--- config.mk ---
export PLATFORM = sky130hd
export DESIGN_NAME = dmem_access_unit_flat
export DESIGN_NICKNAME = d
export VERILOG_FILES = /design/src/rtl/dmem_access_unit_pkg.sv /design/src/rtl/dmem_access_unit_if.sv /design/src/rtl/dmem_access_unit_lane_align.sv /design/src/rtl/dmem_access_unit.sv /design/src/flat_wrapper.sv
export SDC_FILE = /design/constraint.sdc
export NUM_CORES = 1
export LEC_CHECK = 0
export CAP_MARGIN = 20
export CELL_PAD_IN_SITES_DETAIL_PLACEMENT = 1
export CELL_PAD_IN_SITES_GLOBAL_PLACEMENT = 1
export CORE_ASPECT_RATIO = 1.5
export CORE_MARGIN = 2
export CORE_UTILIZATION = 38
export DETAILED_ROUTE_END_ITERATION = 10
export PLACE_DENSITY_LB_ADDON = 0.25
export REMOVE_ABC_BUFFERS = 1
export SLEW_MARGIN = 15
export SYNTH_ARGS = -nofsm -noshare
export SYNTH_HDL_FRONTEND = slang
export SYNTH_HIERARCHICAL = 1
export SYNTH_SLANG_ARGS = --single-unit
export TNS_END_PERCENT = 5
--- constraint.sdc ---
create_clock -name clk -period 4.9 [get_ports clk]
set_input_delay 0.98 -clock clk [delete_from_list [all_inputs] [get_ports clk]]
set_output_delay 0.98 -clock clk [all_outputs]
set_load 0.02 [all_outputs]
--- src/rtl/dmem_access_unit_pkg.sv ---
// dmem_access_unit_pkg: op codes, memory write-enable constants, FSM states and op decode helpers.
package dmem_access_unit_pkg;
    localparam int WORD_W = 32;
    localparam logic MemLoad = 1'b0;
    localparam logic MemSave = 1'b1;
    typedef enum logic [2:0] {
        OP_LB  = 3'd0,
        OP_LBU = 3'd1,
        OP_LH  = 3'd2,
        OP_LHU = 3'd3,
        OP_LW  = 3'd4,
        OP_SB  = 3'd5,
        OP_SH  = 3'd6,
        OP_SW  = 3'd7
    } op_e;
    typedef enum logic [1:0] {
        ST_IDLE  = 2'd0,
        ST_READ  = 2'd1,
        ST_WRITE = 2'd2,
        ST_DONE  = 2'd3
    } state_e;
    function automatic logic is_load(op_e op);
        return op inside {OP_LB, OP_LBU, OP_LH, OP_LHU, OP_LW};
    endfunction
    function automatic logic misaligned(op_e op, logic [1:0] off);
        return (op inside {OP_LH, OP_LHU, OP_SH} && off[0]) || (op inside {OP_LW, OP_SW} && off != 2'b00);
    endfunction
endpackage

--- src/rtl/dmem_access_unit_if.sv ---
// dmem_access_unit_if: MEM-stage request/response and data-memory word port of the access unit.
interface dmem_access_unit_if #(
    parameter int ADDR_W = 32,
    parameter int DATA_W = 32
);
    import dmem_access_unit_pkg::*;
    logic              req;
    op_e               op;
    logic [ADDR_W-1:0] addr;
    logic [DATA_W-1:0] wdata;
    logic              busy;
    logic              done;
    logic              err;
    logic [DATA_W-1:0] rdata;
    logic              mem_wena;
    logic [ADDR_W-1:0] mem_addr;
    logic [DATA_W-1:0] mem_wdata;
    logic [DATA_W-1:0] mem_rdata;
    modport master (
        output req, op, addr, wdata, mem_rdata,
        input  busy, done, err, rdata, mem_wena, mem_addr, mem_wdata
    );
    modport slave (
        input  req, op, addr, wdata, mem_rdata,
        output busy, done, err, rdata, mem_wena, mem_addr, mem_wdata
    );
endinterface

--- src/rtl/dmem_access_unit_lane_align.sv ---
// dmem_lane_align: little-endian lane extract/extend for loads and lane merge for sub-word stores.
module dmem_lane_align
    import dmem_access_unit_pkg::*;
(
    input  op_e               i_op,
    input  logic [1:0]        i_off,
    input  logic [WORD_W-1:0] i_word,
    input  logic [WORD_W-1:0] i_wdata,
    output logic [WORD_W-1:0] o_load,
    output logic [WORD_W-1:0] o_merge
);
    logic [4:0]        w_bsh;
    logic [4:0]        w_hsh;
    logic [7:0]        w_byte;
    logic [15:0]       w_half;
    logic [WORD_W-1:0] w_bmask;
    logic [WORD_W-1:0] w_hmask;
    assign w_bsh   = {i_off, 3'b000};
    assign w_hsh   = {i_off[1], 4'b0000};
    assign w_byte  = i_word[w_bsh +: 8];
    assign w_half  = i_word[w_hsh +: 16];
    assign w_bmask = 32'h0000_00FF << w_bsh;
    assign w_hmask = 32'h0000_FFFF << w_hsh;
    assign o_load  = i_op == OP_LB  ? {{24{w_byte[7]}}, w_byte} :
                     i_op == OP_LBU ? {24'b0, w_byte} :
                     i_op == OP_LH  ? {{16{w_half[15]}}, w_half} :
                     i_op == OP_LHU ? {16'b0, w_half} : i_word;
    assign o_merge = i_op == OP_SB ? (i_word & ~w_bmask) | ({24'b0, i_wdata[7:0]} << w_bsh) :
                     i_op == OP_SH ? (i_word & ~w_hmask) | ({16'b0, i_wdata[15:0]} << w_hsh) : i_wdata;
endmodule

--- src/rtl/dmem_access_unit.sv ---
// dmem_access_unit: MEM-stage load/store initiator; sub-word stores are read-modify-write on the word port.
module dmem_access_unit
    import dmem_access_unit_pkg::*;
#(
    parameter int ADDR_W = 32,
    parameter int DATA_W = 32
) (
    input logic               clk,
    input logic               rst_n,
    dmem_access_unit_if.slave bus
);
    state_e            r_state;
    op_e               r_op;
    logic [1:0]        r_off;
    logic [DATA_W-1:0] r_wdata;
    logic              r_busy;
    logic              r_done;
    logic              r_err;
    logic [DATA_W-1:0] r_rdata;
    logic              r_wena;
    logic [ADDR_W-1:0] r_mem_addr;
    logic [DATA_W-1:0] r_mem_wdata;
    logic [DATA_W-1:0] w_load;
    logic [DATA_W-1:0] w_merge;
    dmem_lane_align u_align (
        .i_op    (r_op),
        .i_off   (r_off),
        .i_word  (bus.mem_rdata),
        .i_wdata (r_wdata),
        .o_load  (w_load),
        .o_merge (w_merge)
    );
    // the memory commits on negedge, so a reset asserted mid-WRITE must mask the enable at once
    assign bus.mem_wena  = rst_n ? r_wena : MemLoad;
    assign bus.busy      = r_busy;
    assign bus.done      = r_done;
    assign bus.err       = r_err;
    assign bus.rdata     = r_rdata;
    assign bus.mem_addr  = r_mem_addr;
    assign bus.mem_wdata = r_mem_wdata;
    always_ff @(posedge clk) begin
        if (!rst_n) begin
            r_state     <= ST_IDLE;
            r_op        <= OP_LB;
            r_off       <= 2'b00;
            r_wdata     <= '0;
            r_busy      <= 1'b0;
            r_done      <= 1'b0;
            r_err       <= 1'b0;
            r_rdata     <= '0;
            r_wena      <= MemLoad;
            r_mem_addr  <= '0;
            r_mem_wdata <= '0;
        end else begin
            r_done <= 1'b0;
            r_err  <= 1'b0;
            case (r_state)
                ST_IDLE: if (bus.req) begin
                    r_op       <= bus.op;
                    r_off      <= bus.addr[1:0];
                    r_wdata    <= bus.wdata;
                    r_mem_addr <= {bus.addr[ADDR_W-1:2], 2'b00};
                    r_busy     <= 1'b1;
                    if (misaligned(bus.op, bus.addr[1:0])) begin
                        r_state <= ST_DONE;
                        r_done  <= 1'b1;
                        r_err   <= 1'b1;
                    end else if (bus.op == OP_SW) begin
                        r_state     <= ST_WRITE;
                        r_wena      <= MemSave;
                        r_mem_wdata <= bus.wdata;
                    end else begin
                        r_state <= ST_READ;
                    end
                end
                ST_READ: if (is_load(r_op)) begin
                    r_state <= ST_DONE;
                    r_done  <= 1'b1;
                    r_rdata <= w_load;
                end else begin
                    r_state     <= ST_WRITE;
                    r_wena      <= MemSave;
                    r_mem_wdata <= w_merge;
                end
                ST_WRITE: begin
                    r_state <= ST_DONE;
                    r_done  <= 1'b1;
                    r_wena  <= MemLoad;
                end
                default: begin
                    r_state <= ST_IDLE;
                    r_busy  <= 1'b0;
                end
            endcase
        end
    end
endmodule

--- src/flat_wrapper.sv ---
// flat-port wrapper written by rule: the top's interface ports become plain ports
module dmem_access_unit_flat import dmem_access_unit_pkg::*;
#(
    parameter int ADDR_W = 32,
    parameter int DATA_W = 32
)
  (clk, rst_n, bus_req, bus_op, bus_addr, bus_wdata, bus_mem_rdata, bus_busy, bus_done, bus_err, bus_rdata, bus_mem_wena, bus_mem_addr, bus_mem_wdata);
  dmem_access_unit_if #(.ADDR_W(ADDR_W), .DATA_W(DATA_W)) bus_i ();
  input logic clk;
  input logic rst_n;
  input wire logic [$bits(bus_i.req)-1:0] bus_req;
  input wire logic [$bits(bus_i.op)-1:0] bus_op;
  input wire logic [$bits(bus_i.addr)-1:0] bus_addr;
  input wire logic [$bits(bus_i.wdata)-1:0] bus_wdata;
  input wire logic [$bits(bus_i.mem_rdata)-1:0] bus_mem_rdata;
  output wire logic [$bits(bus_i.busy)-1:0] bus_busy;
  output wire logic [$bits(bus_i.done)-1:0] bus_done;
  output wire logic [$bits(bus_i.err)-1:0] bus_err;
  output wire logic [$bits(bus_i.rdata)-1:0] bus_rdata;
  output wire logic [$bits(bus_i.mem_wena)-1:0] bus_mem_wena;
  output wire logic [$bits(bus_i.mem_addr)-1:0] bus_mem_addr;
  output wire logic [$bits(bus_i.mem_wdata)-1:0] bus_mem_wdata;
  assign bus_i.req = bus_req;
  assign bus_i.op = bus_op;
  assign bus_i.addr = bus_addr;
  assign bus_i.wdata = bus_wdata;
  assign bus_i.mem_rdata = bus_mem_rdata;
  assign bus_busy = bus_i.busy;
  assign bus_done = bus_i.done;
  assign bus_err = bus_i.err;
  assign bus_rdata = bus_i.rdata;
  assign bus_mem_wena = bus_i.mem_wena;
  assign bus_mem_addr = bus_i.mem_addr;
  assign bus_mem_wdata = bus_i.mem_wdata;
  dmem_access_unit #(.ADDR_W(ADDR_W), .DATA_W(DATA_W)) u_core (.clk(clk), .rst_n(rst_n), .bus(bus_i));
endmodule
==> impl_metrics.env, run 1 <==
export IMPL_critPathMaxFanout=2
export IMPL_yosysMostFrequentCell="nand2_1"
export IMPL_max_cap_viol_count=0
export IMPL_hp_class="reg2reg"
export IMPL_final_nets=1138
export IMPL_postCtsSetupBuffers=0
export IMPL_layout_setup_ws_ns=2.03
export IMPL_period_minus_slack_ns=2.87
export IMPL_dr_pass1_iters=4
export IMPL_cts_hold_buf=0
export IMPL_yosys_warnings=6
export IMPL_place_gp_congestion=0.843
export IMPL_whs_path_depth=2
export IMPL_grt_pass1_wl_mm=38.7
export IMPL_die_area_um2=20500
export IMPL_ir_worst_vdd_uv=211
export IMPL_syn_inst=877
export IMPL_synth_cell_types=54
export IMPL_synth_ff_type="dfxtp_1"
export IMPL_path_depth=3
export IMPL_required_ns=3.92
export IMPL_preCtsSetupSlack_ns=1.88
export IMPL_n_antenna_cell=0
export IMPL_start_kind="input port"
export IMPL_utilization=0.523
export IMPL_ys_top_cells_by_area="dfxtp_1, nand2_1, a21boi_0"
export IMPL_wl_per_cell_um=18.2
export IMPL_setup_violations=0
export IMPL_rrSetupSlack_ns=2.31
export IMPL_p_per_area_nw_per_um2=512
export IMPL_top_level_ports=202
export IMPL_path_delay_family="buffers and inverters"
export IMPL_port_buffers=199
export IMPL_hpwl_mm=17.1
export IMPL_cts_htree_levels=4
export IMPL_num_vias=6930
export IMPL_slew_headroom=0.397
export IMPL_cts_sinks=137
export IMPL_cp_cell_sequence="buf_4 > and2_1 > clkdlybuf4s50_1"
export IMPL_antenna_found_initial=0
export IMPL_slowest_stage="clkdlybuf4s50_1"
export IMPL_worstSetupEndpointType="output port"
export IMPL_synth_yosys_seq_area_share=0.373
export IMPL_slew_violations=0
export IMPL_r2r_end="u_core/bus.mem_wdata[10]"
export IMPL_chipHeight_um=174
export IMPL_highest_layer="met4"
export IMPL_synth_edf_count=0
export IMPL_clock_path_buffers=2
export IMPL_cts_clk_slew_worst_paths_ns=0.06
export IMPL_grt_ovfl_total=0
export IMPL_grt_total_usage=0.233
export IMPL_rsz0062_at_grt="false"
export IMPL_worst_r2r_cell_count=6
export IMPL_final_setup_tns_ns=0
export IMPL_hold_violations=0
export IMPL_crit_type="in2out"
export IMPL_p_leak_nw=4.04
export IMPL_fmax_ghz=0.349
export IMPL_wl_met3_mm=1.10
export IMPL_cts_root_buf="clkbuf_16"
export IMPL_numCtsBuffers=17
export IMPL_vias_per_cell=5.33
export IMPL_holdPathEnd="u_core/bus.rdata[18]"
export IMPL_clk_latency_ns=0.43
export IMPL_worst_slew_pin_slew_ns=0.905
export IMPL_rows=62
export IMPL_avgSynthCellArea_um2=8.39
export IMPL_grt_pass1_vias=7333
export IMPL_cts_tree="yes"
export IMPL_netlist_area_leader_share=0.373
export IMPL_wl_met1_mm=9.66
export IMPL_yosys_area_top_type="dfxtp_1"
export IMPL_drive_above_1_share=0.0813
export IMPL_critPathLaunch="rst_n"
export IMPL_fin_crit_sh=0.585
export IMPL_wirelength_mm=23.7
export IMPL_grt_max_degree=100
export IMPL_postRouteAntennaNets=0
export IMPL_rr_startpoint="u_core/r_state[1]"
export IMPL_first_iter_violations=401
export IMPL_syn_area_um2=7360
export IMPL_async_flop_share=0
export IMPL_wl_met2_mm=12.0
export IMPL_drc_errors=0
export IMPL_cp_num_buf_inv=2
export IMPL_worstHoldStart="u_core/bus.rdata[18]"
export IMPL_synthToLayoutAreaGrowth_pct=35.6
export IMPL_skew_ns=0.00649
export IMPL_netlist_top_cells_count="nand2_1, dfxtp_1, a21boi_0"
export IMPL_core_area_um2=19100
export IMPL_outcome="finished clean"
export IMPL_cts_resized=0
export IMPL_die_w_um=118
export IMPL_slowest_delay_ns=0.60
export IMPL_ys_ff_latch=137
export IMPL_arrival_ns=1.89
export IMPL_start_util=0.386
## metal layers
| metal | global-route usage | vias up |
|---|---|---|
| met5 | 0 | - |
| met4 | 0.108 | 0 |
| met3 | 0.0541 | 56 |
| met2 | 0.414 | 176 |
| met1 | 0.262 | 3332 |
| li1 | - | 3366 |
## sequential cells by signal, summed over array words and instances (netlist names)
signal,cells
u_core/bus.done,1
u_core/r_wena,1
u_core/r_off,2
u_core/bus.mem_wdata,32
u_core/r_wdata,32
u_core/bus.rdata,32
u_core/r_state,2
u_core/r_op,3
u_core/bus.busy,1
u_core/bus.err,1
u_core/bus.mem_addr,30
## area by class of cell
cell class	instances	area (um2)
Sequential cell	137	2740
Clock inverter	15	166
Clock buffer	17	425
Fill cell	2281	9110
Tap cell	256	320
Inverter	20	75.1
Multi-Input combinational cell	646	4170
Timing Repair Buffer	210	2070
## layout by cell type, fill, tap and decap left out, drive strengths merged, types with 17 or more instances in the layout
master / count
nand2: 246
clkdlybuf4s50: 198
dfxtp: 137
a21boi: 99
mux2i: 66
o21ai: 35
nand3: 33
o211a: 32
inv: 26
nor2: 24
o211ai: 19
clkbuf: 17
## worst max path at each step
stage,slack [ns],endpoint
6_report,2.03,bus_mem_wena
5_1_grt,2.01,bus_mem_wena
4_1_cts,2.00,bus_mem_wena
3_5_place_dp,1.88,u_core/bus.mem_addr[15]
3_3_place_gp,1.97,u_core/bus.mem_addr[29]
2_1_floorplan,1.32,u_core/bus.mem_wdata[0]
## cell families (layout without fill, tap and decap cells)
group | count (synthesis) | count (layout) | share of synthesized area
other | 1 | 2 | 0.000510
adder cells (fa/ha/maj) | 4 | 4 | 0.00680
AND/OR/NAND/NOR | 322 | 322 | 0.181
multiplexers | 82 | 82 | 0.128
buffers and inverters | 95 | 262 | 0.0624
AO/OA/AOI/OAI | 235 | 235 | 0.247
flip-flops | 137 | 137 | 0.373
XOR/XNOR | 1 | 1 | 0.00221
## metrics by stage
step | total power [mW] | cell area [um2] | cells | hold slack (ns)
after floorplan | 2.89 | 6980 | 803 | 0.444
after global placement | 3.80 | 9380 | 1269 | 0.441
final | 5.11 | 9980 | 1301 | 0.453
after CTS | 5.17 | 9980 | 1301 | 0.457
after detailed placement | 3.85 | 9380 | 1269 | 0.448
after global routing | 5.44 | 9980 | 1301 | 0.491
## where the power goes
| group | total [mW] | internal [mW] | switching [mW] |
|---|---|---|---|
| Clock | 1.30 | 0.761 | 0.541 |
| Sequential | 1.59 | 1.39 | 0.194 |
| Combinational | 2.22 | 0.954 | 1.27 |
## worst register-to-register path: cells and delay by family (launching register included)
kind | cells | cell delay [ns]
flip-flops | 1 | 0.38
buffers and inverters | 2 | 0.43
AO/OA/AOI/OAI | 2 | 0.84
adder cells (fa/ha/maj) | 1 | 0.36
AND/OR/NAND/NOR | 1 | 0.54
Power figures use the tool's default switching activity.
==> run 2: changes to the inputs <==
Settings changed: CORE_UTILIZATION 38 to 32.
Clock period 4.9 ns to 2.6 ns, I/O delays scaled along.
==> run 2 against run 1 <==
Net effect: power grew 91%; combinational power increased by 98%; sequential share of layout area shrank 0.39 points; routed wire length is 3.5% higher; critical path depth increased by 5; core utilization down 7.9 points; worst setup slack got worse by 1.6 ns; non-clock buffer count rose by 13; clock power rose by 85%; clock skew is 0.0021 ns higher; critical endpoint is now u_core/bus.mem_wdata[13]; highest routed layer is now met5.
==> impl_metrics.env, run 2 (synthesized netlist as in run 1, its figures left out) <==
export IMPL_outcome="finished clean"
export IMPL_skew_ns=0.00860
export IMPL_antenna_found_initial=2
export IMPL_drc_errors=0
export IMPL_rsz0062_at_grt="false"
export IMPL_numCtsBuffers=17
export IMPL_slowest_delay_ns=0.65
export IMPL_cts_htree_levels=4
export IMPL_layout_commonest_cell="nand2_1"
export IMPL_critPathMaxFanout=8
export IMPL_critPathLaunch="u_core/r_op[2]"
export IMPL_cts_hold_buf=0
export IMPL_clk_latency_ns=0.43
export IMPL_cts_root_buf="clkbuf_16"
export IMPL_p_leak_nw=4.11
export IMPL_place_gp_congestion=0.820
export IMPL_drive_above_1_share=0.0881
export IMPL_r2r_end="u_core/bus.mem_wdata[13]"
export IMPL_total_power_mw=9.75
export IMPL_start_util=0.323
export IMPL_cts_tree="yes"
export IMPL_cp_cell_sequence="buf_4 > inv_2 > o32ai_2 > a222oi_1 > inv_1 > mux2i_1 > nand3_1 > o211a_1"
export IMPL_setup_violations=0
export IMPL_slew_violations=0
export IMPL_wirelength_mm=24.5
export IMPL_holdPathEnd="u_core/bus.rdata[18]"
export IMPL_hp_class="reg2reg"
export IMPL_cts_resized=0
export IMPL_top_level_ports=202
export IMPL_die_area_um2=24200
export IMPL_slew_headroom=0.512
export IMPL_fin_crit_sh=0.816
export IMPL_postRouteAntennaNets=0
export IMPL_multi_input_area_um2=4170
export IMPL_rows=68
export IMPL_wl_per_cell_um=18.4
export IMPL_p_per_area_nw_per_um2=963
export IMPL_grt_total_usage=0.204
export IMPL_worst_slew_pin_slew_ns=0.732
export IMPL_port_buffers=199
export IMPL_grt_max_degree=138
export IMPL_hpwl_mm=17.3
export IMPL_postCtsSetupBuffers=0
export IMPL_crit_type="reg2reg"
export IMPL_worst_r2r_cell_count=8
export IMPL_hold_violations=0
export IMPL_die_w_um=128
export IMPL_synthToLayoutAreaGrowth_pct=37.6
export IMPL_layout_area_seq_um2=2740
export IMPL_whs_path_depth=2
export IMPL_chipHeight_um=190
export IMPL_vias_per_cell=5.15
export IMPL_fillCellCount=2713
export IMPL_rrSetupSlack_ns=0.48
export IMPL_place_area_um2=9550
export IMPL_core_area_um2=22800
export IMPL_start_kind="flop"
export IMPL_first_iter_violations=289
export IMPL_rr_startpoint="u_core/r_op[2]"
export IMPL_num_vias=6883
export IMPL_grt_ovfl_total=0
export IMPL_period_minus_slack_ns=2.12
export IMPL_required_ns=2.97
export IMPL_fmax_ghz=0.471
export IMPL_grt_pass1_vias=7137
export IMPL_mostFrequentLayoutCells="nand2_1, clkdlybuf4s50_1, dfxtp_1"
export IMPL_dr_pass1_iters=6
export IMPL_timing_hold_ws_ns=0.454
export IMPL_max_cap_viol_count=0
export IMPL_worstHoldStart="u_core/bus.rdata[18]"
export IMPL_worstSetupEndpointType="flop"
export IMPL_slowest_stage="o32ai_2"
export IMPL_fin_area_um2=10100
export IMPL_cts_clk_slew_worst_paths_ns=0.06
export IMPL_clock_path_buffers=2
export IMPL_cts_sinks=137
export IMPL_final_nets=1151
export IMPL_arrival_ns=2.50
export IMPL_grt_pass1_wl_mm=38.8
export IMPL_ir_worst_vdd_uv=508
run 2: cell types whose count changed in the layout (fill, tap and decap cells not counted), moves of 2 or more:
| cell | delta |
|---|---|
| clkbuf_8 | +3 |
| buf_12 | +3 |
| inv_6 | -4 |
| buf_4 | +10 |
| clkbuf_1 | +2 |
| clkinv_4 | -2 |
| inv_8 | -2 |
run 2: power by group:
part | internal [mW] | switching (mW) | total [mW]
registers | 2.63 | 0.330 | 2.96
logic | 1.89 | 2.50 | 4.39
clock network | 1.47 | 0.932 | 2.40
run 2: stage by stage:
| stage | setup TNS [ns] | setup slack, ns | instances | util |
|---|---|---|---|---|
| after detailed placement | 0 | 0.247 | 1306 | 0.419 |
| after floorplan | -62.61 | -0.637 | 803 | - |
| after global routing | 0 | 0.384 | 1337 | 0.444 |
| after CTS | 0 | 0.516 | 1336 | 0.444 |
| after global placement | 0 | 0.309 | 1306 | 0.419 |
| final | 0 | 0.478 | 1337 | 0.444 |
run 2: final cells by class:
cell class / instances / area share
multi-input cells: 646 / 0.412
flip-flops and latches: 137 / 0.271
repair buffers: 223 / 0.218
clock buffers: 22 / 0.0468
well taps: 280 / 0.0346
clock inverters: 8 / 0.00952
inverters: 20 / 0.00742
diodes: 1 / 0.000247
run 2: worst max-delay path by stage:
stage	slack, ns	depth (start not counted)	endpoint
global route	0.38	8	u_core/bus.mem_wdata[13]
global placement	0.31	7	u_core/bus.rdata[23]
floorplan	-0.64	6	u_core/bus.mem_wdata[0]
finish	0.48	8	u_core/bus.mem_wdata[13]
CTS	0.52	8	u_core/bus.mem_wdata[8]
detailed placement	0.25	7	u_core/bus.rdata[23]
run 2: worst max-delay path, delay by kind of cell (launching register included):
kind | cells | cell delay (ns)
DFF | 1 | 0.48
and+or+nand+nor | 1 | 0.10
muxes | 1 | 0.10
AOI/OAI and AO/OA | 3 | 0.98
buffers and inverters | 3 | 0.41
run 2: routing by layer:
metal	track usage	routed length, um	vias up
li1	-	-	3383
met1	0.231	9950	3288
met2	0.363	12500	176
met3	0.0540	1400	34
met4	0.0769	646	2
met5	0	13	-
==> run 3: changes to the inputs <==
Settings changed: CORE_UTILIZATION 32 to 36.
Clock period 2.6 ns to 2.2 ns, I/O delays scaled along.
==> run 3 against run 2 <==
Net effect: worst hold slack worse by 0.0012 ns; core utilization is 6.1 points higher; via count rose by 0.97%; first-iteration DRC count grew 9.7%; largest power group unchanged; highest routed layer is now met4.
==> impl_metrics.env, run 3 (synthesized netlist as in run 1, its figures left out) <==
export IMPL_slew_headroom=0.561
export IMPL_grt_pass1_wl_mm=38.0
export IMPL_slew_violations=0
export IMPL_cts_resized=0
export IMPL_clk_latency_ns=0.42
export IMPL_fin_crit_sh=0.930
export IMPL_slowest_delay_ns=0.55
export IMPL_hp_class="reg2reg"
export IMPL_whs_path_depth=2
export IMPL_mostFrequentLayoutCells="nand2_1, clkdlybuf4s50_1, dfxtp_1"
export IMPL_preCtsSetupSlack_ns=0.0630
export IMPL_arrival_ns=2.36
export IMPL_wirelength_mm=23.7
export IMPL_path_delay_family="multiplexers"
export IMPL_start_util=0.363
export IMPL_p_per_area_nw_per_um2=1130
export IMPL_grt_pass1_vias=7151
export IMPL_first_iter_violations=317
export IMPL_die_w_um=121
export IMPL_postRouteAntennaNets=0
export IMPL_worstHoldStart="u_core/bus.rdata[31]"
export IMPL_top_level_ports=202
export IMPL_p_leak_nw=4.17
export IMPL_start_kind="flop"
export IMPL_cts_hold_buf=0
export IMPL_hpwl_mm=17.0
export IMPL_cts_tree="yes"
export IMPL_worst_r2r_cell_count=7
export IMPL_dr_pass1_iters=7
export IMPL_drc_errors=0
export IMPL_utilization=0.505
export IMPL_numCtsBuffers=17
export IMPL_required_ns=2.52
export IMPL_outcome="finished clean"
export IMPL_critPathMaxFanout=10
export IMPL_num_vias=6950
export IMPL_hold_violations=0
export IMPL_clock_path_buffers=2
export IMPL_final_setup_tns_ns=0
export IMPL_layout_cells_non_filler=1329
export IMPL_cts_clk_slew_worst_paths_ns=0.06
export IMPL_place_gp_congestion=0.819
export IMPL_die_area_um2=21600
export IMPL_holdPathEnd="u_core/bus.rdata[31]"
export IMPL_worstSetupEndpointType="flop"
export IMPL_rrSetupSlack_ns=0.15
export IMPL_cp_num_buf_inv=0
export IMPL_wl_per_cell_um=17.8
export IMPL_skew_ns=0.00914
export IMPL_max_cap_viol_count=0
export IMPL_ir_worst_vdd_uv=433
export IMPL_r2r_end="u_core/bus.mem_wdata[4]"
export IMPL_fillCellCount=2372
export IMPL_post_place_cells=1297
export IMPL_vias_per_cell=5.23
export IMPL_crit_type="reg2reg"
export IMPL_period_minus_slack_ns=2.05
export IMPL_worst_slew_pin_slew_ns=0.655
export IMPL_drive_above_1_share=0.0968
export IMPL_grt_max_degree=138
export IMPL_grt_total_usage=0.222
export IMPL_grt_ovfl_total=0
export IMPL_final_nets=1158
export IMPL_setup_violations=0
export IMPL_rows=64
export IMPL_layout_setup_ws_ns=0.154
export IMPL_fmax_ghz=0.489
export IMPL_timing_hold_ws_ns=0.453
export IMPL_slowest_stage="dfxtp_1"
export IMPL_cts_root_buf="clkbuf_16"
export IMPL_chipHeight_um=179
export IMPL_postCtsSetupBuffers=0
export IMPL_cts_htree_levels=4
export IMPL_port_buffers=199
export IMPL_rsz0062_at_grt="false"
export IMPL_cp_cell_sequence="nand2b_1 > o22ai_2 > nand2_4 > mux2_4 > mux2i_1 > nand3_1 > o211a_1"
export IMPL_synthToLayoutAreaGrowth_pct=39.0
export IMPL_rr_startpoint="u_core/r_op[0]"
export IMPL_core_area_um2=20300
export IMPL_antenna_found_initial=1
export IMPL_cts_sinks=137
export IMPL_layout_commonest_cell="nand2_1"
run 3: power breakdown:
part	total, mW	switching [mW]	internal [mW]
registers	3.49	0.387	3.10
logic	5.22	2.92	2.30
clock network	2.90	1.11	1.78
total	11.6	4.42	7.19
run 3: worst max path at each step:
stage	startpoint	to	slack, ns	cells after the start
after floorplan	u_core/r_state[0]	u_core/bus.mem_wdata[0]	-1.04	6
after global placement	bus_mem_rdata[31]	u_core/bus.rdata[8]	0.08	7
after detailed placement	bus_mem_rdata[31]	u_core/bus.rdata[10]	0.06	7
after CTS	u_core/r_op[0]	u_core/bus.mem_wdata[14]	0.18	7
after global routing	u_core/r_op[0]	u_core/bus.mem_wdata[4]	0.03	7
final	u_core/r_op[0]	u_core/bus.mem_wdata[4]	0.15	7
run 3: per-stage QoR:
stage	power [mW]	area, um2
2_1_floorplan	6.45	6980
3_3_place_gp	8.70	9620
3_5_place_dp	8.80	9620
4_1_cts	11.7	10200
5_1_grt	12.3	10200
6_report	11.6	10200
run 3: worst reg2reg max path: stages, from the launching register on:
cell      delay, ns
dfxtp_1        0.55
nand2b_1       0.20
o22ai_2        0.23
nand2_4        0.17
mux2_4         0.36
mux2i_1        0.21
nand3_1        0.10
o211a_1        0.13
run 3: routing by layer:
| metal | wire (um) | vias to the layer above | track usage |
|---|---|---|---|
| met5 | 0 | - | 0 |
| met4 | 762 | 0 | 0.0998 |
| met3 | 1350 | 51 | 0.0541 |
| met2 | 12200 | 198 | 0.393 |
| met1 | 9440 | 3306 | 0.252 |
| li1 | - | 3395 | - |
run 3: cell type report:
class	count	area [um2]	area share
clock inverters	10	116	0.0114
flip-flops and latches	137	2740	0.268
diodes	1	2.50	0.000245
repair buffers	230	2300	0.225
clock buffers	21	480	0.0470
inverters	20	75.1	0.00734
well taps	264	330	0.0323
multi-input cells	646	4180	0.409
